==> config.mk <==
export PLATFORM = sky130hd
export DESIGN_NAME = melody_sequencer
export DESIGN_NICKNAME = d
export VERILOG_FILES = /design/src/rtl/melody_sequencer.sv
export SDC_FILE = /design/constraint.sdc
export NUM_CORES = 1
export LEC_CHECK = 0
export BUFFER_PORTS_ARGS = -buffer_cell sky130_fd_sc_hd__buf_2
export CAP_MARGIN = 20
export CORE_MARGIN = 10
export CORE_UTILIZATION = 48
export CTS_CLUSTER_DIAMETER = 120
export DETAILED_ROUTE_END_ITERATION = 10
export PLACE_DENSITY = 0.74
export SLEW_MARGIN = 20
export SYNTH_ARGS = -nofsm -noshare
export SYNTH_HDL_FRONTEND = slang
export SYNTH_SLANG_ARGS = --single-unit
==> constraint.sdc <==
create_clock -name clk_i -period 2.13 [get_ports clk_i]
set_clock_uncertainty 0.2 [all_clocks]
set_input_delay 0.3195 -clock clk_i [delete_from_list [all_inputs] [get_ports clk_i]]
set_output_delay 0.3195 -clock clk_i [all_outputs]
set_load 0.05 [all_outputs]
==> src/rtl/melody_sequencer.sv <==
// melody_sequencer: steps the notes ROM at a fixed tempo and registers the divider and enable for the tone generator
// Ports: clk_i/rst_n_i clock and sync active-low reset; start_i/stop_i/loop_i playback controls;
// note_index_o/divider_value_i ROM address and data; tone_divider_o/tone_en_o registered tone outputs;
// busy_o high while playing; done_o one-cycle pulse at the natural end of a non-looped melody.
module melody_sequencer #(
  parameter int BW = 16,
  parameter int NOTE_LEN = 6250000,
  parameter int GAP_LEN = 625000,
  parameter int NUM_NOTES = 32
) (
  input  logic          clk_i,
  input  logic          rst_n_i,
  input  logic          start_i,
  input  logic          stop_i,
  input  logic          loop_i,
  output logic [4:0]    note_index_o,
  input  logic [BW-1:0] divider_value_i,
  output logic [BW-1:0] tone_divider_o,
  output logic          tone_en_o,
  output logic          busy_o,
  output logic          done_o
);
  localparam int CW = $clog2(NOTE_LEN);
  localparam int PLAY_LEN = NOTE_LEN - GAP_LEN;
  typedef enum logic [1:0] {IDLE, PLAY, GAP} state_t;
  state_t state;
  logic [CW-1:0] cnt;
  logic last_note, play_end, slot_end;
  assign last_note = note_index_o == 5'(NUM_NOTES - 1);
  assign play_end = cnt == CW'(PLAY_LEN - 1);
  // with no gap the slot ends straight out of PLAY
  assign slot_end = (state == PLAY && play_end && GAP_LEN == 0) ||
                    (state == GAP && cnt == CW'(GAP_LEN - 1));
  assign busy_o = state != IDLE;
  always_ff @(posedge clk_i) begin
    if (!rst_n_i) begin
      state <= IDLE;
      cnt <= '0;
      note_index_o <= '0;
      tone_divider_o <= '0;
      tone_en_o <= 1'b0;
      done_o <= 1'b0;
    end else begin
      // stop silences the outputs on the same edge it returns to IDLE
      tone_divider_o <= (state == PLAY && !stop_i) ? divider_value_i : '0;
      tone_en_o <= state == PLAY && !stop_i && divider_value_i != '0;
      done_o <= 1'b0;
      cnt <= cnt + CW'(1);
      if (stop_i) begin
        state <= IDLE;
        cnt <= '0;
        note_index_o <= '0;
      end else if (state == IDLE) begin
        cnt <= '0;
        note_index_o <= '0;
        if (start_i) state <= PLAY;
      end else if (slot_end) begin
        cnt <= '0;
        if (!last_note) begin
          note_index_o <= note_index_o + 5'd1;
          state <= PLAY;
        end else if (loop_i) begin
          note_index_o <= '0;
          state <= PLAY;
        end else begin
          note_index_o <= '0;
          state <= IDLE;
          done_o <= 1'b1;
        end
      end else if (state == PLAY && play_end) begin
        cnt <= '0;
        state <= GAP;
      end
    end
  end
endmodule

== Word-level counts from Yosys, hierarchy flattened ==
Index checks and enable logic that the tools add are counted.

* Logic and storage cells: 40
* Flip-flop bits (word level): 48

* Mux-type cells: 8
* Bitwise gates (word level): 3
* Add/sub/neg operators: 2
* Reductions and logical operators: 15
* Equal/unequal tests: 6

{| class="wikitable"
|+ Operators by type and width
! kind !! number
|-
| $add A23 B1 Y23 const B || 1
|-
| $eq A23 B20 Y1 const B || 1
|-
| $eq A23 B23 Y1 const B || 1
|-
| $reduce_bool A16 Y1 || 1
|-
| $reduce_or A5 Y1 || 2
|-
| $mux W2 || 4
|-
| $add A5 B1 Y5 const B || 1
|-
| $eq A5 B5 Y1 const B || 1
|-
| $mux W5 || 1
|-
| $logic_and A1 B1 Y1 || 4
|-
| $reduce_and A2 Y1 || 2
|-
| $mux W1 || 3
|-
| $not A1 Y1 || 3
|-
| $reduce_bool A3 Y1 || 1
|-
| $reduce_or A3 Y1 || 1
|-
| $eq A2 B1 Y1 const B || 1
|-
| $eq A2 B2 Y1 const B || 1
|-
| $logic_not A2 Y1 || 1
|-
| $ne A2 B2 Y1 const B || 1
|-
| $reduce_bool A2 Y1 || 1
|-
| $reduce_or A2 Y1 || 1
|-
| $logic_not A1 Y1 || 1
|}

== Logic depth before layout (Yosys ltp) ==
Gate-level depths: netlist (run 1).

* Depth in word-level cells: 5
* Gate-level depth with buffers: 6
* Gate-level depth less buffers: 6

== Least setup slack after synthesis (run 1) ==
OpenSTA, ideal clock, no wires.

* Kind: register to register
* Start: register cnt[21]
* End: register note_index_o[1]
* Arrival: 2.000 ns
* Stages on the path, launching flop included: 6
* Required time: 1.859 ns
* Path slack: -0.141 ns
* Library setup time: 0.071 ns
* Path through: dfxtp_1 or4_1 or4_4 buf_6 or4_1 a21oi_1

* Longest elaborated chain between the ends: 2

{| class="wikitable"
|+ Ends and longest elaborated chain
! what !! RTL line !! source
|-
| start, declared || 27 || <nowiki>logic [CW-1:0] cnt;</nowiki>
|-
| start signal, assigned || 48 || <nowiki>cnt <= cnt + CW'(1);</nowiki>
|-
| $eq A23 B20 Y1 || 33 || <nowiki>(state == GAP && cnt == CW'(GAP_LEN - 1));</nowiki>
|-
| $logic_and A1 B1 Y1 || 33 ||
|-
| end signal, assigned || 60 || <nowiki>note_index_o <= note_index_o + 5'd1;</nowiki>
|-
| end, declared || 16 || <nowiki>output logic [4:0] note_index_o,</nowiki>
|}

No other way between the ends.
A chain may end at the register's enable or synchronous reset.

== Worst setup path after layout (run 1) ==
* Start: register cnt[17]
* End: register note_index_o[0]

Same word-level chain as after synthesis.

==> results of run 1 <==
## area by class of cell
type / count / area share
sequential: 48 / 0.344
timing repair buffer: 81 / 0.183
multi-input combinational: 162 / 0.398
clock buffer: 5 / 0.0245
inverter: 8 / 0.0107
clock inverter: 3 / 0.0165
tap: 50 / 0.0223
## placed cells by master, fill, tap and decap left out, types with 4 or more instances in the layout
| master | instances |
|---|---|
| and2_1 | 17 |
| nor2_1 | 9 |
| a211oi_1 | 11 |
| or4_1 | 11 |
| o31ai_1 | 8 |
| buf_2 | 44 |
| dfxtp_1 | 44 |
| or4_4 | 5 |
| or3_1 | 5 |
| nand2_1 | 10 |
| o21ai_0 | 6 |
| clkbuf_8 | 5 |
| inv_1 | 8 |
| buf_6 | 4 |
| nand4_1 | 6 |
| nand3_1 | 6 |
| nor3_1 | 16 |
| xnor2_1 | 8 |
| nor4_1 | 4 |
| dfxtp_2 | 4 |
| buf_4 | 33 |
## sequential cells by signal (all words and copies together) (netlist names)
name	count
state	2
done_o	1
tone_divider_o	16
tone_en_o	1
note_index_o	5
cnt	23
## logic make-up after synthesis
| kind of cell | share of synthesized area |
|---|---|
| flip-flops | 0.458 |
| XOR/XNOR | 0.0417 |
| adder cells (fa/ha/maj) | 0.0179 |
| buffers and inverters | 0.0399 |
| AND/OR/NAND/NOR | 0.319 |
| AO/OA/AOI/OAI | 0.123 |
## timing repair
| action | CTS | global route |
|---|---|---|
| setup endpoints to repair | 26 | 31 |
| cloned | 0 | 1 |
| resized for setup | 5 | 15 |
| pin swaps | 0 | 3 |
| setup buffers | 0 | 2 |
## layer usage
metal,track usage,part of all wire,vias to the layer above
met5,0,0,-
met4,0.0659,0.018,0
met3,0.0549,0.071,10
met2,0.211,0.47,48
met1,0.175,0.44,901
li1,-,-,1004
## worst max-delay path by stage
stage               cells after the start               to  slack [ns]
floorplan                               5  note_index_o[1]       -0.09
global placement                        5          cnt[15]       -0.06
detailed placement                      5          cnt[19]       -0.09
CTS                                     4  note_index_o[0]       -0.07
global route                            4  note_index_o[0]       -0.18
finish                                  4  note_index_o[0]       -0.14
## critical path, delay by kind of cell (launching register included)
kind	cells	cell delay [ns]
simple gates	3	1.56
compound gates	1	0.12
flops	1	0.33
## power by group through the flow
stage / clock network (mW) / logic (mW) / registers, mW
after detailed placement: 0 / 0.0574 / 0.923
after CTS: 0.684 / 0.0584 / 0.902
after floorplan: 0 / 0.0150 / 0.936
after global routing: 0.712 / 0.0637 / 0.903
after global placement: 0 / 0.0565 / 0.923
final: 0.672 / 0.0584 / 0.902
## stage by stage
stage | hold slack (ns) | TNS [ns] | power (mW) | util
final | 0.0235 | -2.05 | 1.63 | 0.681
after global routing | 0.0131 | -3.66 | 1.68 | 0.681
after CTS | 0.0118 | -0.959 | 1.65 | 0.662
after detailed placement | 0.273 | -1.78 | 0.981 | 0.630
after global placement | 0.253 | -1.21 | 0.980 | 0.630
after floorplan | 0.233 | -1.64 | 0.951 | -
## synth_stat cells, drive strengths merged, types with 2 or more instances
library cell / count / area, um^2
dfxtp: 48 / 961
and2: 17 / 106
nor3: 16 / 80.1
or4: 15 / 116
a211oi: 11 / 82.6
nand2: 10 / 37.5
nor2: 10 / 37.5
inv: 8 / 30.0
o31ai: 8 / 60.1
xnor2: 8 / 70.1
nand3: 7 / 35.0
o21ai: 7 / 35.0
clkbuf: 6 / 22.5
nand4: 6 / 37.5
buf: 5 / 31.3
or2: 5 / 31.3
or3: 5 / 31.3
nor4: 4 / 25.0
a21oi: 3 / 15.0
ha: 3 / 37.5
nand3b: 2 / 15.0
nand4b: 2 / 17.5
nor2b: 2 / 12.5
nor3b: 2 / 15.0
o211ai: 2 / 15.0
o311ai: 2 / 17.5
o41ai: 2 / 17.5
or4bb: 2 / 22.5
xor2: 2 / 17.5
==> metrics.md, run 1 <==
| Metric | Value |
|---|---|
| Number of synthesized flops with an enable pin | `0` |
| R2R Setup Slk | `-0.14 ns` |
| Fillers | `339` |
| Worst min path class | `input pin to flop` |
| Worst Setup Path Type | `flop to flop` |
| Setup-failing EPs final | `30` |
| Unrepaired setup endpoints after global routing | `true` |
| Critical Path Most Common Cell | `or4_4` |
| Layout cells sized above 1 | `0.352` |
| Post-Syn Nets | `252` |
| Largest net degree at the start of global routing | `18` |
| Net switching power | `0.355 mW` |
| Gr usage total | `0.142` |
| Htree depth | `2` |
| Comb pwr share | `0.036` |
| Rel. slew slack | `0.729` |
| Data required, critical path | `2.18 ns` |
| Worst endpoint data arrival time | `2.32 ns` |
| Final Critical Period | `2.27 ns` |
| Design Area, Final | `0.00280 mm^2` |
| Antenna violations before repair | `0` |
| Routed WL | `5.37 mm` |
| Leakage | `1.05 nW` |
| Final cell count without fillers | `357` |
| Placed cells | `346` |
| Synth async-reset ratio | `0` |
| Row cnt | `23` |
| Synth Flop Type | `dfxtp_1` |
| CP Launch Type | `flop` |
| Starting Density | `0.510` |
| Worst setup margin | `-0.144 ns` |
| Failing checks | `negative setup slack` |
| Maximum fanout along the worst path | `6` |
| CTS tree | `yes` |
| Slowest cell delay on critical path | `0.58 ns` |
| #FFs+latches synth | `48` |
| Clock latency on the worst-skew pair | `0.31 ns` |
| Global route overflow | `0` |
| Power Internal | `1.28 mW` |
| Drc violations | `0` |
| FMAX | `440 MHz` |
| Cell Area, Synth | `0.00210 mm^2` |
| Crit Reg-Reg Endpoint | `note_index_o[0]` |
| MaxCap Viol Count | `0` |
| Vias per cell | `5.50` |
| HP Start | `divider_value_i[8]` |
| Ys Warns | `0` |
| Root Buffer Master | `clkbuf_8` |
| Syn_area_per_cell | `9.21 um^2` |
| Clock transition at path regs | `0.09 ns` |
| Clock network fraction of total power | `0.412` |
| Routed Antenna Nets | `0` |
| Max clock buf depth | `2` |
| Footprint of the multi-input gates | `0.00112 mm^2` |
| Num ports | `45` |
| Syn Inst Count | `228` |
| Flop pwr share | `0.553` |
| Die height | `86.1 um` |
| CP Cell Sequence | `or4_4 -> or4_4 -> or4_4 -> a21oi_2` |
| R2r startpoint | `cnt[17]` |
| Placed standard-cell area | `0.00259 mm^2` |
| Cell variety after synth | `42` |
| Pins Over Slew Limit | `0` |
| Path depth of the worst reg2reg path | `4` |
| Pre-CTS setup slack | `-0.0921 ns` |
| Crit share post-route | `1.07` |
| Area of the core | `0.00412 mm^2` |
| Dpl hpwl | `4.03 mm` |
| Number of clock sinks | `48` |
| Number of port buffers | `44` |
| Antenna diodes | `0` |
| Worst vdd ir | `0.377 mV` |
| Worst slew pin tran | `0.407 ns` |
| CP endpoint kind | `flop` |
| Vias in the first global route | `1801` |
| GP Congestion | `0.879` |
| Die Area | `0.00742 mm^2` |
| Power Density | `582 mW/mm^2` |
| Area grow syn2layout | `33.6%` |
| Total CTS buffers | `5` |
| Worst path slowest cell | `or4_4` |
| Total number of vias | `1963` |
| Sw frac | `0.217` |
| Final hold vios | `0` |
| WL/cell | `15.0 um` |
| Critical Path Start | `cnt[17]` |
| Sequential cell area fraction in the yosys report | `0.458` |
| Hold Path Stages | `2` |
| DRT Pass-1 Iters | `4` |
| Hold-fix buffers, CTS | `0` |
| First-pass GRT wire length | `8.58 mm` |
| 1st-iter DRT viols | `91` |
| Final nets | `330` |
| Seq. cell area | `966 um^2` |
| Die Span X | `86.1 um` |
| Hold Path End | `tone_divider_o[8]` |
| Outcome | `complete, but fails checks` |
Note: power is estimated with default switching activity, not from simulation.
==> run 2: changes to the inputs <==
Settings changed: ABC_AREA set to 1, CORE_UTILIZATION 48 to 49, PLACE_DENSITY 0.74 to 0.75.
Clock period 2.13 ns to 1.9 ns, I/O delays scaled along.
==> metrics.md, run 2 <==
| Metric | Value |
|---|---|
| Row cnt | `24 (+4.3%)` |
| Cell variety after synth | `25 (-40%)` |
| Power Density | `651 mW/mm^2 (+12%)` |
| R2r startpoint | `cnt[14]` |
| Ys Warns | `0 (unchanged)` |
| WL/cell | `13.5 um (-9.9%)` |
| Hold Path Stages | `3 (+1)` |
| Setup-failing EPs final | `0 (-100%)` |
| Synth async-reset ratio | `0 (unchanged)` |
| Worst vdd ir | `0.491 mV (+30%)` |
| MaxCap Viol Count | `0 (unchanged)` |
| Largest Register | `cnt` |
| Placed standard-cell area | `0.00261 mm^2 (+0.68%)` |
| Sequential cell area fraction in the yosys report | `0.417 (-0.0407)` |
| Fillers | `395 (+17%)` |
| Commonest non-fill, non-tap cell in the layout | `nand2_1` |
| Largest net degree at the start of global routing | `24 (+6)` |
| Routed WL | `6.29 mm (+17%)` |
| Pins Over Slew Limit | `0 (unchanged)` |
| Antenna diodes | `0 (unchanged)` |
| Top post-synthesis cells by area | `dfxtp_1 (42%), nand2_1 (14%), nor2_1 (14%), inv_1 (8.3%), nand3_1 (4.3%)` |
| Global route overflow | `0 (unchanged)` |
| HP Start | `divider_value_i[6]` |
| Die height | `88.6 um (+2.8%)` |
| Worst slew pin tran | `0.567 ns (+0.160 ns)` |
| Antenna violations before repair | `0 (unchanged)` |
| Max clock buf depth | `2 (unchanged)` |
| Worst min path class | `input pin to flop` |
| Die Area | `0.00785 mm^2 (+5.8%)` |
| Total CTS buffers | `5 (unchanged)` |
| Worst Setup Path Type | `flop to flop` |
| Top-area cell type share of the netlist area | `0.417 (-0.0407)` |
| Routed Antenna Nets | `0 (unchanged)` |
| Synth Flop Type | `dfxtp_1` |
| CP Launch Type | `flop` |
| GP Congestion | `0.908 (+3.3%)` |
| Syn Inst Count | `345 (+51%)` |
| Synth top cells by count | `nand2_1 (88), nor2_1 (85), inv_1 (51)` |
| Path depth of the worst reg2reg path | `8 (+4)` |
| Crit Reg-Reg Endpoint | `cnt[9]` |
| DRT Pass-1 Iters | `4 (unchanged)` |
| Pre-CTS setup slack | `0.0715 ns (+0.164 ns)` |
| Leakage | `1.21 nW (+15%)` |
| Unrepaired setup endpoints after global routing | `false` |
| Setup_tns | `0 ns (+2.05 ns)` |
| Number of port buffers | `44 (unchanged)` |
| Maximum fanout along the worst path | `8 (+2)` |
| R2R Setup Slk | `0.14 ns (+0.28 ns)` |
| Most common cell in the synthesized netlist | `nand2_1` |
| Gr usage total | `0.156 (+0.0148)` |
| Final Critical Period | `1.76 ns (-0.512 ns)` |
| CTS tree | `yes` |
| Starting Density | `0.519 (+0.00840)` |
| Top flop regs | `cnt x23, tone_divider_o x16, note_index_o x5` |
| Number of synthesized flops with an enable pin | `0 (unchanged)` |
| Footprint of the multi-input gates | `0.00119 mm^2 (+6.5%)` |
| Dpl hpwl | `4.37 mm (+8.5%)` |
| Num ports | `45 (unchanged)` |
| Layout cells sized above 1 | `0.192 (-0.160)` |
| Clock latency on the worst-skew pair | `0.31 ns (about the same)` |
| 1st-iter DRT viols | `178 (+96%)` |
| FMAX | `568 MHz (+29%)` |
| Number of clock sinks | `48 (unchanged)` |
| Root Buffer Master | `clkbuf_8` |
| Outcome | `finished, final reports clean` |
| Seq. cell area | `963 um^2 (-0.26%)` |
| Most frequent cells in the layout | `nand2_1 (87), nor2_1 (84), inv_1 (51)` |
| Vias in the first global route | `2272 (+26%)` |
| Syn_area_per_cell | `6.68 um^2 (-27%)` |
| Drc violations | `0 (unchanged)` |
| Design Area, Final | `0.00288 mm^2 (+2.7%)` |
| Crit share post-route | `0.927 (-0.140)` |
| Area leader, netlist | `dfxtp_1` |
| Worst setup margin | `0.138 ns (+0.282 ns)` |
| Area of the core | `0.00444 mm^2 (+8.0%)` |
| Area grow syn2layout | `24.9%` |
| Rel. slew slack | `0.621 (-0.108)` |
| Vias per cell | `5.03 (-8.4%)` |
| Max reg flops | `23 (unchanged)` |
| Clock transition at path regs | `0.10 ns (about the same)` |
| #FFs+latches synth | `48 (unchanged)` |
| Die Span X | `88.6 um (+2.8%)` |
| Final nets | `435 (+32%)` |
| Cell Area, Synth | `0.00230 mm^2 (+9.8%)` |
| Final hold vios | `0 (unchanged)` |
| Postcts setup bufs | `0 (unchanged)` |
| Data required, critical path | `1.91 ns (-0.27 ns)` |
| Worst endpoint data arrival time | `1.77 ns (-0.55 ns)` |
| CP endpoint kind | `flop` |
| Hold Path End | `tone_divider_o[6]` |
| Total number of vias | `2336 (+19%)` |
| Post-Syn Nets | `369 (+46%)` |
| First-pass GRT wire length | `9.92 mm (+16%)` |
| Htree depth | `2 (unchanged)` |
-- run 2: cell count changes in the layout (fill, tap and decap cells not counted), sizes merged, moves of 17 or more --
cell and delta:
nand3 +17, nand2 +79, nor2 +79, inv +42
and2 -17, buf -30
-- run 2: worst max-delay path: stages, from the launching register on --
cell and delay (ns):
dfxtp_1 0.34, inv_1 0.08, nand2_1 0.05, nor2_1 0.22, nand2_1 0.10, nor2_2 0.23
nand2_4 0.17, nand3_4 0.18, nor2_1 0.08
-- run 2: how the worst max path moves through the flow --
stage	start	endpoint	slack, ns	cells after the start
2_1_floorplan	note_index_o[1]	state[0]	0.15	9
3_3_place_gp	cnt[0]	cnt[15]	0.11	8
3_5_place_dp	cnt[0]	cnt[3]	0.07	8
4_1_cts	cnt[0]	cnt[9]	0.03	8
5_1_grt	cnt[0]	cnt[9]	0.01	8
6_report	cnt[14]	cnt[9]	0.14	8
-- run 2: kinds of logic after synthesis --
logic type / count (synthesis) / share of synthesized area
AO/OA/AOI/OAI: 16 / 0.0451
XOR/XNOR: 8 / 0.0304
adder cells (fa/ha/maj): 3 / 0.0163
buffers and inverters: 54 / 0.0983
flip-flops: 48 / 0.417
AND/OR/NAND/NOR: 216 / 0.393
-- run 2: what timing repair did --
action	CTS	global route
gates resized for setup	0	8
endpoints found under the setup margin	0	23
hold buffers	8	0
hold endpoints to repair	8	0
-- run 2: power by group --
| part | switching [mW] | internal (mW) |
|---|---|---|
| Sequential | 0.00243 | 1.01 |
| Clock | 0.370 | 0.397 |
| Combinational | 0.0550 | 0.0389 |
-- run 2: routing by layer --
metal / vias to the layer above / GRT usage / wire length, um
met3: 12 / 0.0404 / 450
met2: 86 / 0.280 / 3170
met4: 0 / 0.0455 / 102
met1: 1043 / 0.179 / 2560
li1: 1195 / - / -
met5: - / 0 / 0
-- run 2: layout make-up --
| cell class | instances | area share |
|---|---|---|
| tap | 52 | 0.0226 |
| multi-input combinational | 246 | 0.413 |
| sequential | 48 | 0.335 |
| clock inverter | 3 | 0.0165 |
| timing repair buffer | 59 | 0.123 |
| inverter | 51 | 0.0665 |
| clock buffer | 5 | 0.0239 |
-- run 2: per-stage QoR --
step           total power, mW  utilization  cells  hold slack [ns]
2_1_floorplan             1.08            -    345            0.162
3_3_place_gp              1.11        0.587    445            0.227
3_5_place_dp              1.11        0.587    445            0.241
4_1_cts                   1.88        0.631    461         0.000661
5_1_grt                   1.93        0.648    464          0.00988
6_report                  1.87        0.648    464         0.000349
